<file path="src/rtl/sensor_avg_bank.sv">
// Multi-channel leaky-integrator sensor averager with error output.
// Optional peak-hold output is enabled by defining AVG_PEAK_HOLD_EN.
module sensor_avg_bank #(
  parameter int NUM_CH        = 4,
  parameter int DATA_W        = 12,
  parameter int MAX_SH        = 5,
  parameter int DEF_SH        = 2,
  parameter int PERIOD_W      = 22,
  parameter int FAST_PERIOD_W = 16,
  parameter int FAST_SIM      = 0,
  parameter int ERR_CH        = 0
) (
  input  logic                       clk,
  input  logic                       rst,
  input  logic [NUM_CH*DATA_W-1:0]   sample,
  input  logic [NUM_CH-1:0]          strobe,
  input  logic [NUM_CH-1:0]          mode,
  input  logic [NUM_CH-1:0]          seed,
  input  logic [NUM_CH*3-1:0]        shift,
  input  logic [DATA_W-1:0]          target,
  input  logic                       err_gate,
  output logic [NUM_CH*DATA_W-1:0]   avg,
  output logic [NUM_CH-1:0]          avg_vld,
  output logic                       tick,
  output logic [DATA_W:0]            error
`ifdef AVG_PEAK_HOLD_EN
  ,
  output logic [NUM_CH*DATA_W-1:0]   peak
`endif
);

  localparam int ACC_W = DATA_W + MAX_SH;
  localparam int PW    = (FAST_SIM != 0) ? FAST_PERIOD_W : PERIOD_W;
  localparam int SH_W  = 3;
  localparam logic [SH_W-1:0] SH_MAX = SH_W'(MAX_SH);
  localparam logic [SH_W-1:0] SH_DEF = SH_W'(DEF_SH);

  logic [PW-1:0]     timer_q, timer_d;
  logic              tick_q, tick_d;
  logic [ACC_W-1:0]  acc_q [NUM_CH];
  logic [ACC_W-1:0]  acc_d [NUM_CH];
  logic [SH_W-1:0]   sh_q  [NUM_CH];
  logic [SH_W-1:0]   sh_d  [NUM_CH];
  logic [SH_W-1:0]   cl_sh [NUM_CH];
  logic [DATA_W-1:0] smp   [NUM_CH];
  logic [DATA_W-1:0] avg_q [NUM_CH];
  logic [DATA_W-1:0] avg_d [NUM_CH];
  logic [NUM_CH-1:0] en;
  logic [NUM_CH-1:0] vld_q, vld_d;
  logic [DATA_W:0]   err_q, err_d;

  // tick is high in the same cycle the counter reads all-ones
  always_comb begin
    timer_d = timer_q + PW'(1);
    tick_d  = &timer_d;
  end

  always_comb begin
    for (int c = 0; c < NUM_CH; c++) begin
      smp[c]   = sample[c*DATA_W +: DATA_W];
      cl_sh[c] = shift[c*SH_W +: SH_W];
      if (cl_sh[c] == '0) begin
        cl_sh[c] = SH_W'(1);
      end else if (cl_sh[c] > SH_MAX) begin
        cl_sh[c] = SH_MAX;
      end
      en[c]    = mode[c] ? strobe[c] : tick_q;
      acc_d[c] = acc_q[c];
      sh_d[c]  = sh_q[c];
      vld_d[c] = 1'b0;
      if (seed[c]) begin
        sh_d[c]  = cl_sh[c];
        acc_d[c] = ACC_W'(smp[c]) << cl_sh[c];
        vld_d[c] = 1'b1;
      end else if (en[c]) begin
        acc_d[c] = acc_q[c] - (acc_q[c] >> sh_q[c])
                 + ACC_W'(smp[c]);
        vld_d[c] = 1'b1;
      end
      avg_d[c] = DATA_W'(acc_d[c] >> sh_d[c]);
    end
  end

  always_comb begin
    if (err_gate) begin
      err_d = '0;
    end else begin
      err_d = {1'b0, target} - {1'b0, avg_q[ERR_CH]};
    end
  end

  always_ff @(posedge clk) begin
    if (rst) begin
      timer_q <= '0;
      tick_q  <= 1'b0;
      vld_q   <= '0;
      err_q   <= '0;
      for (int c = 0; c < NUM_CH; c++) begin
        acc_q[c] <= '0;
        sh_q[c]  <= SH_DEF;
        avg_q[c] <= '0;
      end
    end else begin
      timer_q <= timer_d;
      tick_q  <= tick_d;
      vld_q   <= vld_d;
      err_q   <= err_d;
      for (int c = 0; c < NUM_CH; c++) begin
        acc_q[c] <= acc_d[c];
        sh_q[c]  <= sh_d[c];
        avg_q[c] <= avg_d[c];
      end
    end
  end

  always_comb begin
    for (int c = 0; c < NUM_CH; c++) begin
      avg[c*DATA_W +: DATA_W] = avg_q[c];
    end
    avg_vld = vld_q;
    tick    = tick_q;
    error   = err_q;
  end

`ifdef AVG_PEAK_HOLD_EN
  logic [DATA_W-1:0] peak_q [NUM_CH];
  logic [DATA_W-1:0] peak_d [NUM_CH];

  // seed restarts the peak from the seeded average
  always_comb begin
    for (int c = 0; c < NUM_CH; c++) begin
      peak_d[c] = peak_q[c];
      if (seed[c]) begin
        peak_d[c] = avg_d[c];
      end else if (en[c] && (avg_d[c] > peak_q[c])) begin
        peak_d[c] = avg_d[c];
      end
      peak[c*DATA_W +: DATA_W] = peak_q[c];
    end
  end

  always_ff @(posedge clk) begin
    if (rst) begin
      for (int c = 0; c < NUM_CH; c++) begin
        peak_q[c] <= '0;
      end
    end else begin
      for (int c = 0; c < NUM_CH; c++) begin
        peak_q[c] <= peak_d[c];
      end
    end
  end
`endif

endmodule

</file>
<file path="config.mk">
export PLATFORM = sky130hd
export DESIGN_NAME = sensor_avg_bank
export DESIGN_NICKNAME = d
export VERILOG_FILES = /design/src/rtl/sensor_avg_bank.sv
export SDC_FILE = /design/constraint.sdc
export NUM_CORES = 1
export LEC_CHECK = 0
export ABC_AREA = 1
export BUFFER_PORTS_ARGS = -buffer_cell sky130_fd_sc_hd__buf_2
export CORE_MARGIN = 2
export CORE_UTILIZATION = 41
export CTS_CLUSTER_SIZE = 24
export DETAILED_ROUTE_END_ITERATION = 10
export PLACE_DENSITY = 0.61
export SLEW_MARGIN = 30
export SYNTH_ARGS = -nofsm -noshare
export SYNTH_HDL_FRONTEND = slang
export SYNTH_SLANG_ARGS = --single-unit
</file>
<file path="constraint.sdc">
create_clock -name clk -period 8.5 [get_ports clk]
set_input_delay 1.7 -clock clk [delete_from_list [all_inputs] [get_ports clk]]
set_output_delay 1.7 -clock clk [all_outputs]
set_load 0.005 [all_outputs]
</file>
Word level (Yosys, flattened, before mapping)
Memories as Yosys holds them, arrays and structs flattened.
Cells that the tools add are included.
{"block": "op_classes", "add_sub_neg": 10, "magnitude_cmp": 4, "shifts": 12, "mux": 47, "bitwise": 12, "n_reduce_logical": 6}
{"cell": "two-way mux 17 bit", "count": 12}
{"cell": "adder 17 x 12 -> 17 bit", "count": 4}
{"cell": "<< shifter 12 x 3 -> 17 bit", "count": 4}
{"cell": "right shift 17 x 3 -> 12 bit", "count": 4}
{"cell": "right shift 17 x 3 -> 17 bit", "count": 4}
{"cell": "subtractor 17 bit", "count": 4}
{"cell": "two-way mux 12 bit", "count": 4}
{"cell": "two-way mux 3 bit", "count": 16}
{"cell": "adder 22 x 1 -> 22 bit (second input constant)", "count": 1}
{"cell": "AND reduction 22 bit", "count": 1}
{"cell": "two-way mux 1 bit", "count": 15}
{"cell": "subtractor 12 x 12 -> 13 bit", "count": 1}
{"cell": "> comparator 3 bit (second input constant)", "count": 4}
{"cell": "logical NOT 3 bit", "count": 4}
{"cell": "bitwise OR 1 bit", "count": 12}
{"cell": "OR reduction 2 bit", "count": 1}
{"block": "totals", "ff_bits": 40, "ram_bits": 128, "in_bits": 87, "out_inout_bits": 66, "mem_count": 3}
{"memory": "acc_q", "depth": 4, "word_bits": 17, "read_ports": 4, "rd_clocked_by_memory_dff": 0, "write_ports": 4, "line_no": "40", "text": "logic [ACC_W-1:0] acc_q [NUM_CH];"}
{"memory": "avg_q", "depth": 4, "word_bits": 12, "read_ports": 4, "rd_clocked_by_memory_dff": 0, "write_ports": 4, "line_no": "46", "text": "logic [DATA_W-1:0] avg_q [NUM_CH];"}
{"memory": "sh_q", "depth": 4, "word_bits": 3, "read_ports": 4, "rd_clocked_by_memory_dff": 0, "write_ports": 4, "line_no": "42", "text": "logic [SH_W-1:0] sh_q [NUM_CH];"}

Logic depth before layout (Yosys ltp)
Gate-level depths: netlist (run 1).
{"block": "depth", "ltp_word": 7, "mapped_depth": 27, "depth_no_buf": 26}

Worst setup path before layout (run 1)
OpenSTA, ideal clock, no wires.
{"block": "synth_timing", "kind": "in2reg", "start": "input sample[25]", "end": "memory avg_q[2][11]", "setup_ns": 0.114, "arrival_ns": 3.838, "required_ns": 8.386, "setup_slack_ns": 4.548, "stages": 15, "cell_sequence": "inv_1 fa_1 fa_1 o21ai_0 nand2_1 nand2_1 nand2_1 nand3_1 nand3_1 nand2_1 nand3_1 nand2_1 nand2_1 nand3_1 nand2_1"}
{"element": "start, declared", "line_no": "15", "text": "input logic [NUM_CH*DATA_W-1:0] sample,"}
{"element": "end, declared", "line_no": "46"}

==> run metrics, run 1 <==
vias in the first global route roughly 18000; CTS Sinks 168; total gr overflow 0; Post-CTS Hold Buffers 0; Post-CTS Setup Inserts 0; element type at the critical path end flip-flop; CP max stage cell dfxtp_1; status completed; largest net degree at the start of global routing 60; Root Buffer clkbuf_16; Synth Cell Area 0.0179 mm²; hold path startpoint timer_q[0]$_SDFF_PP0_; worst vdd ir about 110 µV; critical path arrival 5030 ps; Worst path top cell family by delay simple AND/OR/NAND/NOR gates; final period utilization 0.552; Crit Path Class flip-flop to flip-flop; Worst Setup SP sh_q[0][1]$_SDFF_PP1_; Netlist cell types 49; Tmin final 4700 ps; Synth Instances 3082; die height 213 µm; GRT Util Overall 0.244; R2R cell count 20; CP cell instances clkinv_1, o21ai_0, mux2i_1, ha_1, inv_1, ha_1, inv_1, fa_1, o21ai_0, nand2_1, nand2_1, nand2_1, nand3_1, nand3_1, nand2_1, nand3_1, nand2_1, nand2_1, nand3_1, nand2_1; initial antenna violation count 1; CTS H-Tree Depth 4; DP Worst Slack 3910 ps; row count between 70 and 80; final setup violation count 0; final RePlAce weighted congestion ~0.93; Inserted Clock Buffers 17; setup TNS 0 ps; worst skew pair latency 450 ps; sequential share of the synthesized area 0.188; vias per cell 5.22; Syn Nets 3316; hold path depth 1; Synth-to-Final Area Change 9.36%; Wirelength per Cell ~15 µm; first-pass GRT wire length 89400 µm; share of layout cells above drive strength 1 0.0767; number of non-filler instances in the completed layout 3755; Max Cap Viol 0; Final ANT Viol Nets 0; via count 19600; Final Hold Fails 0; most frequent cell on the critical path nand2_1; CORE AREA 0.0431 mm²; clock tree buffer depth 2; first drt pass iteration count 6; LEAKAGE 10.4 nW; initial core utilization 0.415; Power Dens Cells roughly 190 mW/mm²; RSZ-0062 raised after global routing no; Fmax 213 MHz; I/O pin count around 150; Clock transition at path regs 70 ps; Die ar. 0.0453 mm²; Fillers 4692; Post-Route WL 55000 µm; Critical Path Fanout Max 17; chip width roughly 210 µm; FF+latch count, synth 168; Crit path depth 20; Ant. Diodes 0; setup ws final 3800 ps; CP Launch Type flip-flop; headroom to the max-slew limit 0.368; Critical Path RT 8830 ps; Slew Viols, Final 0; CTS tree yes; Final Net Count 3391; warnings from Yosys 0; Resized Gates After CTS 0; skew final 15.1 ps; violation count after the first detailed-route iteration approximately 1400; r2r startpoint sh_q[0][1]$_SDFF_PP1_; WP buf/inv 3; Inst Count DP 3723; dpl hpwl 44400 µm; crit-path max cell delay 760 ps; measured slew at the worst slew-check pin 947 ps; Post-Syn Area per Cell 5.80 µm²; worst hold path class flip-flop to flip-flop; Port Buffers around 150; DRC viols 0
[cells in the mapped netlist (all sizes together)]
library cell / instances / share of area
nor4: 1 / 0.00035
a21oi: 153 / 0.043
a21o: 7 / 0.0029
o211ai: 27 / 0.011
nand4: 24 / 0.0084
clkinv: 12 / 0.0025
ha: 98 / 0.069
a21boi: 2 / 0.00084
nand3: 387 / 0.11
nor3: 11 / 0.0031
o21ai: 289 / 0.082
o32ai: 1 / 0.00049
a31oi: 18 / 0.0063
nand3b: 6 / 0.0025
o31ai: 1 / 0.00042
nor3b: 1 / 0.00042
nor2: 177 / 0.039
buf: 34 / 0.011
nand2: 949 / 0.20
xnor2: 7 / 0.0034
and2: 6 / 0.0021
nor4b: 1 / 0.00049
a22oi: 3 / 0.0013
o21a: 5 / 0.0021
dfxtp: 168 / 0.19
o21bai: 12 / 0.0050
o22ai: 2 / 0.00070
or2: 14 / 0.0049
a32oi: 1 / 0.00049
a32o: 1 / 0.00056
xor2: 21 / 0.010
clkbuf: 69 / 0.015
fa: 49 / 0.055
inv: 504 / 0.11
mux2i: 21 / 0.012
[sequential cells by signal, summed over array words and instances (netlist names)]
signal	cells
acc_q	68
avg_q	48
avg_vld	4
error	13
sh_q	12
tick	1
timer_q	22
[worst register-to-register path: stages, from the launching register on]
cell	delay [ps]
dfxtp_1	760
clkinv_1	640
o21ai_0	420
mux2i_1	130
ha_1	280
inv_1	50
ha_1	150
inv_1	60
fa_1	460
o21ai_0	480
nand2_1	140
nand2_1	150
nand2_1	100
nand3_1	80
nand3_1	90
nand2_1	130
nand3_1	80
nand2_1	130
nand2_1	80
nand3_1	90
nand2_1	60
[metal layers]
metal	global-route usage	routed length (µm)
met1	0.324	25800
met2	0.403	24200
met3	0.0322	3120
met4	0.0914	1770
met5	0	13
[per-stage QoR]
step                      hold WS [ps]  total power (W)   util  instance area, µm²
after detailed placement           476          0.00289  0.440               19000
after global placement             468          0.00287  0.440               19000
final                              490          0.00367  0.454               19500
after CTS                          499          0.00368  0.453               19500
after global routing               520          0.00403  0.454               19500
after floorplan                    441          0.00238      -               17900
[final timing paths]
check,endpoint,slack (ps)
worst max-delay path,avg_q[0][11]$_SDFF_PP0_,3800
worst min-delay path,timer_q[0]$_SDFF_PP0_,490
worst min register to register,timer_q[0]$_SDFF_PP0_,490
worst max register to register,avg_q[0][11]$_SDFF_PP0_,3800
[where the power goes]
| group | switching (W) | leakage (nW) | internal [W] |
|---|---|---|---|
| clock | 0.000373 | 0.278 | 0.000394 |
| sequential | 0.0000658 | 1.38 | 0.000864 |
| combinational | 0.00129 | 8.69 | 0.000683 |
[cell families after synthesis]
| group | after synthesis | synth area share |
|---|---|---|
| AO/OA/AOI/OAI | 522 | 0.158 |
| multiplexers | 21 | 0.0118 |
| adder cells (fa/ha/maj) | 147 | 0.124 |
| AND/OR/NAND/NOR | 1577 | 0.371 |
| XOR/XNOR | 28 | 0.0137 |
| flip-flops | 168 | 0.188 |
| buffers and inverters | 619 | 0.134 |
[final cells by class]
type                    count  area [µm²]  area share
repair buffers            159         816      0.0418
inverters                 516        1940      0.0991
clock buffers              18         439      0.0225
clock inverters            14         129     0.00660
well taps                 585         732      0.0375
flip-flops and latches    168        3360       0.172
multi-input cells        2295       12100       0.620
[cell usage in the layout (no fill, tap or decap), types with 6 or more instances in the layout]
master / count
xor2_1: 21
a21oi_1: 150
o211ai_1: 27
ha_1: 98
clkbuf_16: 17
nand3_1: 385
o21ai_0: 228
nor2_1: 170
dfxtp_1: 168
o21ai_2: 7
or2_2: 9
buf_2: 151
and2_1: 6
nor3_1: 11
nand4_1: 24
a31oi_1: 18
xnor2_1: 7
a21o_1: 7
o21ai_1: 54
mux2i_1: 21
fa_1: 49
o21bai_1: 12
clkinv_1: 12
buf_4: 8
inv_1: 486
nand3b_1: 6
nand2_2: 6
nand2_1: 943
inv_2: 18
No activity file was read; power rests on OpenSTA's default activity.
==> run 2, diff against run 1 <==
PLACE_DENSITY = 0.64   (was 0.61)
clock period = 3.8 ns   (was 8.5 ns; I/O delays follow)
==> run metrics, run 2 (synthesis gave the netlist of run 1 again) <==
status completed; vias in the first global route 18600 (+0.97%); CP cell instances buf_12, o21ai_0, o21ai_0, mux2i_1, fa_1, inv_1, ha_1, nand3_1, nand3_1, nand2_1, nand2_1, xnor2_1, nand2_1, nand2_1, nand3_1, o21ai_1, nand2_1, nand3_1, nand2_1; leading cell type in the layout, fill and taps excluded nand2_1; final period utilization 0.937 (+0.385); share of layout cells above drive strength 1 0.101 (+0.0239); biggest regs acc_q x68, avg_q x48, timer_q x22; setup TNS 0 ps (unchanged); global routing usage on met2 0.421 (+0.0178); WP buf/inv 2 (-1); first-pass GRT wire length 91700 µm (+2.6%); M1 GR Usage 0.332 (+0.00819); via count 19800 (+0.87%); Post-Route WL 56800 µm (+3.4%); element type at the critical path end flip-flop; M3 GR Usage 0.0343 (+0.00206); CORE AREA 0.0431 mm² (unchanged); initial core utilization 0.415 (unchanged); Tmin final 3560 ps (-1130 ps); Inst Count DP 3758 (+0.94%); Inserted Clock Buffers 17 (unchanged); LEAKAGE 10.6 nW (+2.4%); Fmax 281 MHz (+32%); CTS tree yes; Pwr Total 0.00849 W (+130%); Clock transition at path regs 70 ps (about the same); first drt pass iteration count 6 (unchanged); Root Buffer clkbuf_16; Fillers 4612 (-1.7%); most frequent cells in the layout 936 x nand2_1, 485 x inv_1, 384 x nand3_1; measured slew at the worst slew-check pin 788 ps (-160 ps); RSZ-0062 raised after global routing yes; headroom to the max-slew limit 0.473 (+0.105); Synth-to-Final Area Change 12.6%; row count 76 (unchanged); design area 0.0201 mm² (+3.0%); Critical Path RT 4180 ps (-4650 ps); GRT Util Overall 0.253 (+0.00904); DRC viols 0 (unchanged); worst hold path class flip-flop to flip-flop; Layout Utilization 0.467 (+0.0135); initial antenna violation count 0 (-1); CTS H-Tree Depth 4 (unchanged); Final Hold Fails 0 (unchanged); Area after DPL 0.0193 mm² (+1.6%); final RePlAce weighted congestion 0.948 (+1.6%); Top reg by flops acc_q; chip width 213 µm (unchanged); Most Crowded Layer GR met2; die height 213 µm (unchanged); largest net degree at the start of global routing 36 (-40%); Power Dens Cells 422 mW/mm² (+120%); Die ar. 0.0453 mm² (unchanged); Slew Viols, Final 0 (unchanged); worst vdd ir 259 µV (+140%); Port Buffers 152 (unchanged); most frequent cell on the critical path nand2_1; vias per cell 5.21 (-0.25%); final setup violation count 0 (unchanged); Worst path top cell family by delay simple AND/OR/NAND/NOR gates; number of non-filler instances in the completed layout 3797 (+1.1%); critical path arrival 3940 ps (-1090 ps); violation count after the first detailed-route iteration 1539 (+9.8%); Crit Path Class flip-flop to flip-flop; total gr overflow 0 (unchanged); dpl hpwl 45800 µm (+3.3%); CTS Sinks 168 (unchanged); crit-path max cell delay 540 ps (-220 ps); Wirelength per Cell 15.0 µm (+2.2%); Ant. Diodes 0 (unchanged); Critical Path Fanout Max 30 (+13); max reg flops 68 (unchanged); I/O pin count 153 (unchanged); CP Launch Type flip-flop; worst skew pair latency 490 ps (+40 ps); clock tree buffer depth 2 (unchanged); skew final 23.0 ps (+7.91 ps); Post-CTS Hold Buffers 0 (unchanged); Final ANT Viol Nets 0 (unchanged); Max Cap Viol 0 (unchanged); Final Net Count 3433 (+1.2%); CP max stage cell fa_1
## run 2: through the flow
step / setup WS, ps / hold WS (ps)
3_3_place_gp: 103 / 464
6_report: 238 / 499
2_1_floorplan: 307 / 441
4_1_cts: 51.6 / 504
5_1_grt: -14.7 / 549
3_5_place_dp: 88.5 / 488
## run 2: path summary, 6_finish.rpt
check | start | depth (start not counted) | to | slack (ps)
worst min-delay path | timer_q[0]$_SDFF_PP0_ | 1 | timer_q[0]$_SDFF_PP0_ | 500
worst min register to register | timer_q[0]$_SDFF_PP0_ | 1 | timer_q[0]$_SDFF_PP0_ | 500
worst max-delay path | sh_q[1][0]$_SDFF_PP0_ | 19 | avg_q[1][5]$_SDFF_PP0_ | 240
worst max register to register | sh_q[1][0]$_SDFF_PP0_ | 19 | avg_q[1][5]$_SDFF_PP0_ | 240
## run 2: power breakdown
part	internal, W	leakage, nW	switching (W)
Clock	0.000940	0.290	0.000890
Combinational	0.00163	8.93	0.00298
Sequential	0.00193	1.39	0.000123
Total	0.00450	10.6	0.00399
## run 2: worst register-to-register path, delay by kind of cell, from the launching register on
kind / cells / cell delay [ps]
compound gates: 3 / 600
simple gates: 10 / 1050
fa+ha+maj: 2 / 840
mux: 1 / 130
buf+inv: 2 / 230
flops: 1 / 360
xor+xnor: 1 / 240
## run 2: metal layers
| metal | share of wire | wire length [µm] | up-vias |
|---|---|---|---|
| li1 | - | - | 10100 |
| met1 | 0.46 | 26300 | 8937 |
| met2 | 0.46 | 25900 | 625 |
| met3 | 0.051 | 2900 | 96 |
| met4 | 0.031 | 1760 | 0 |
| met5 | 0 | 0 | - |
## run 2: cell type report
class	count	area [µm²]	share of cell area
Sequential cell	168	3370	0.167
Inverter	516	1960	0.0976
Timing Repair inverter	1	5.00	0.000249
Clock buffer	17	425	0.0211
Tap cell	585	732	0.0364
Timing Repair Buffer	200	1220	0.0607
Multi-Input combinational cell	2295	12200	0.608
Clock inverter	15	180	0.00896
## run 2: what timing repair did
item	4_1_cts	5_1_grt
setup buffers	0	4
gates resized for setup	0	83
endpoints found under the setup margin	0	49
==> run 3, diff against run 2 <==
clock period = 2.9 ns   (was 3.8 ns; I/O delays follow)
==> run metrics, run 3 (synthesis gave the netlist of run 1 again) <==
Pwr Total 0.0164 W (+93%); Critical Path Fanout Max 5 (-83%); Synth-to-Final Area Change 56.7%; measured slew at the worst slew-check pin 908 ps (+121 ps); setup TNS -30540 ps (-30540 ps); final setup violation count 101 (+101); vias per cell 5.34 (+2.5%); final RePlAce weighted congestion 0.975 (+2.8%); Final Hold Fails 0 (unchanged); total gr overflow 0 (unchanged); Critical Path RT 3260 ps (-920 ps); critical path arrival 3820 ps (-120 ps); LEAKAGE 13.7 nW (+29%); Ant. Diodes 0 (unchanged); worst hold path class input port to flip-flop; Fillers 3717 (-19%); I/O pin count 153 (unchanged); CTS tree yes; element type at the critical path end flip-flop; die height 213 µm (unchanged); via count 22100 (+12%); Layout Utilization 0.650 (+0.183); Fmax 289 MHz (+3.0%); Max Cap Viol 0 (unchanged); headroom to the max-slew limit 0.392 (-0.0809); most frequent cells in the layout 617 x nand2_1, 416 x inv_1, 337 x buf_4; crit-path max cell delay 540 ps (about the same); most frequent cell on the critical path nand2_2; Worst Setup SP sh_q[0][0]$_SDFF_PP0_; dpl hpwl 48300 µm (+5.4%); chip width 213 µm (unchanged); Crit path depth 21 (+2); worst skew pair latency 480 ps (about the same); CP max stage cell fa_1; share of layout cells above drive strength 1 0.443 (+0.342); r2r setup slk -560 ps (-800 ps); Slew Viols, Final 0 (unchanged); biggest regs acc_q x68, avg_q x48, timer_q x22; Inserted Clock Buffers 17 (unchanged); Root Buffer clkbuf_16; R2R cell count 21 (+2); r2r startpoint sh_q[0][0]$_SDFF_PP0_; leading cell type in the layout, fill and taps excluded nand2_1; Clock transition at path regs 70 ps (about the same); GRT Util Overall 0.277 (+0.0238); initial antenna violation count 1 (+1); Worst path top cell family by delay simple AND/OR/NAND/NOR gates; final period utilization 1.19 (+0.256); CP cell instances buf_12, clkinvlp_4, nand2_2, nand3_2, o21ai_2, mux2i_4, fa_1, inv_2, ha_4, nand2_2, nor2_2, nand2_2, nand2_4, xnor2_2, o21bai_1, nand2_2, nand2_2, nand3_2, nand2_2, nand2_1, nand2_1; Crit Path Class flip-flop to flip-flop; largest net degree at the start of global routing 41 (+14%); skew final 13.2 ps (-9.79 ps); hold_ws 441 ps (-58.1 ps); CORE AREA 0.0431 mm² (unchanged); CTS Sinks 168 (unchanged); FF-to-FF End avg_q[0][6]$_SDFF_PP0_; worst vdd ir 613 µV (+140%); end of the worst hold path error[0]$_SDFF_PP0_; setup ws final -560 ps (-798 ps); Post-Route WL 68500 µm (+20%); first-pass GRT wire length 101000 µm (+9.9%); vias in the first global route 20900 (+13%); hold path depth 4 (+3); violation count after the first detailed-route iteration 1385 (-10%); WP buf/inv 3 (+1); Final ANT Viol Nets 0 (unchanged); Final Net Count 3784 (+10%); Wirelength per Cell 16.5 µm (+10%); Die ar. 0.0453 mm² (unchanged); CTS H-Tree Depth 4 (unchanged); failing checks negative setup slack; RSZ-0062 raised after global routing yes; Tmin final 3460 ps (-102 ps); max reg flops 68 (unchanged); Power Dens Cells 586 mW/mm² (+39%); clock tree buffer depth 2 (unchanged); DRC viols 0 (unchanged); hold path startpoint target[0]; status complete, but fails checks; Port Buffers 152 (unchanged); CP Launch Type flip-flop; row count 76 (unchanged); Top reg by flops acc_q; initial core utilization 0.415 (unchanged); first drt pass iteration count 6 (unchanged)
==> run 3: worst reg2reg max path: stages, from the launching register on <==
cell and delay (ps):
dfxtp_4 400, buf_12 130, clkinvlp_4 210, nand2_2 160, nand3_2 80, o21ai_2 110
mux2i_4 110, fa_1 540, inv_2 60, ha_4 310, nand2_2 80, nor2_2 220
nand2_2 100, nand2_4 90, xnor2_2 120, o21bai_1 100, nand2_2 130, nand2_2 100
nand3_2 90, nand2_2 60, nand2_1 80, nand2_1 70
==> run 3: power breakdown <==
group	total [W]	internal, W	switching (W)
clock	0.00224	0.00118	0.00106
combinational	0.0115	0.00491	0.00655
sequential	0.00271	0.00253	0.000175
total	0.0164	0.00863	0.00779
==> run 3: metal layers <==
layer  vias up  GRT usage  part of all wire
met5         -          0           0.00019
met4         2     0.0885             0.033
met3       159     0.0372             0.051
met2       763      0.484              0.49
met1     10400      0.352              0.42
li1      10800          -                 -
==> run 3: area by class of cell <==
type | instances | area, µm² | area share
multi-input combinational | 2295 | 17100 | 0.611
clock inverter | 10 | 87.6 | 0.00313
clock buffer | 22 | 474 | 0.0169
inverter | 516 | 1960 | 0.0702
tap | 585 | 732 | 0.0262
timing repair buffer | 552 | 4240 | 0.152
sequential | 168 | 3380 | 0.121
==> run 3: what timing repair did <==
action / in CTS / in global routing
hold buffers: 0 / 0
resized for setup: 455 / 758
gates cloned: 7 / 5
setup buffers: 40 / 35
setup endpoints to repair: 100 / 108
pin swaps: 144 / 383
==> run 3: worst max path at each step <==
stage | end | slack [ps]
2_1_floorplan | avg_q[1][1]$_SDFF_PP0_ | -70
5_1_grt | avg_q[0][9]$_SDFF_PP0_ | -720
3_5_place_dp | avg_q[1][0]$_SDFF_PP0_ | -610
6_report | avg_q[0][6]$_SDFF_PP0_ | -560
4_1_cts | avg_q[1][0]$_SDFF_PP0_ | -420
3_3_place_gp | avg_q[1][7]$_SDFF_PP0_ | -600
==> run 3: per-stage QoR <==
stage               instances  setup WS [ps]  instance area [µm²]
floorplan                3082          -70.2                18600
global placement         4035           -600                22000
detailed placement       4035           -611                22000
CTS                      4113           -416                24600
global route             4148           -719                28000
finish                   4148           -560                28000
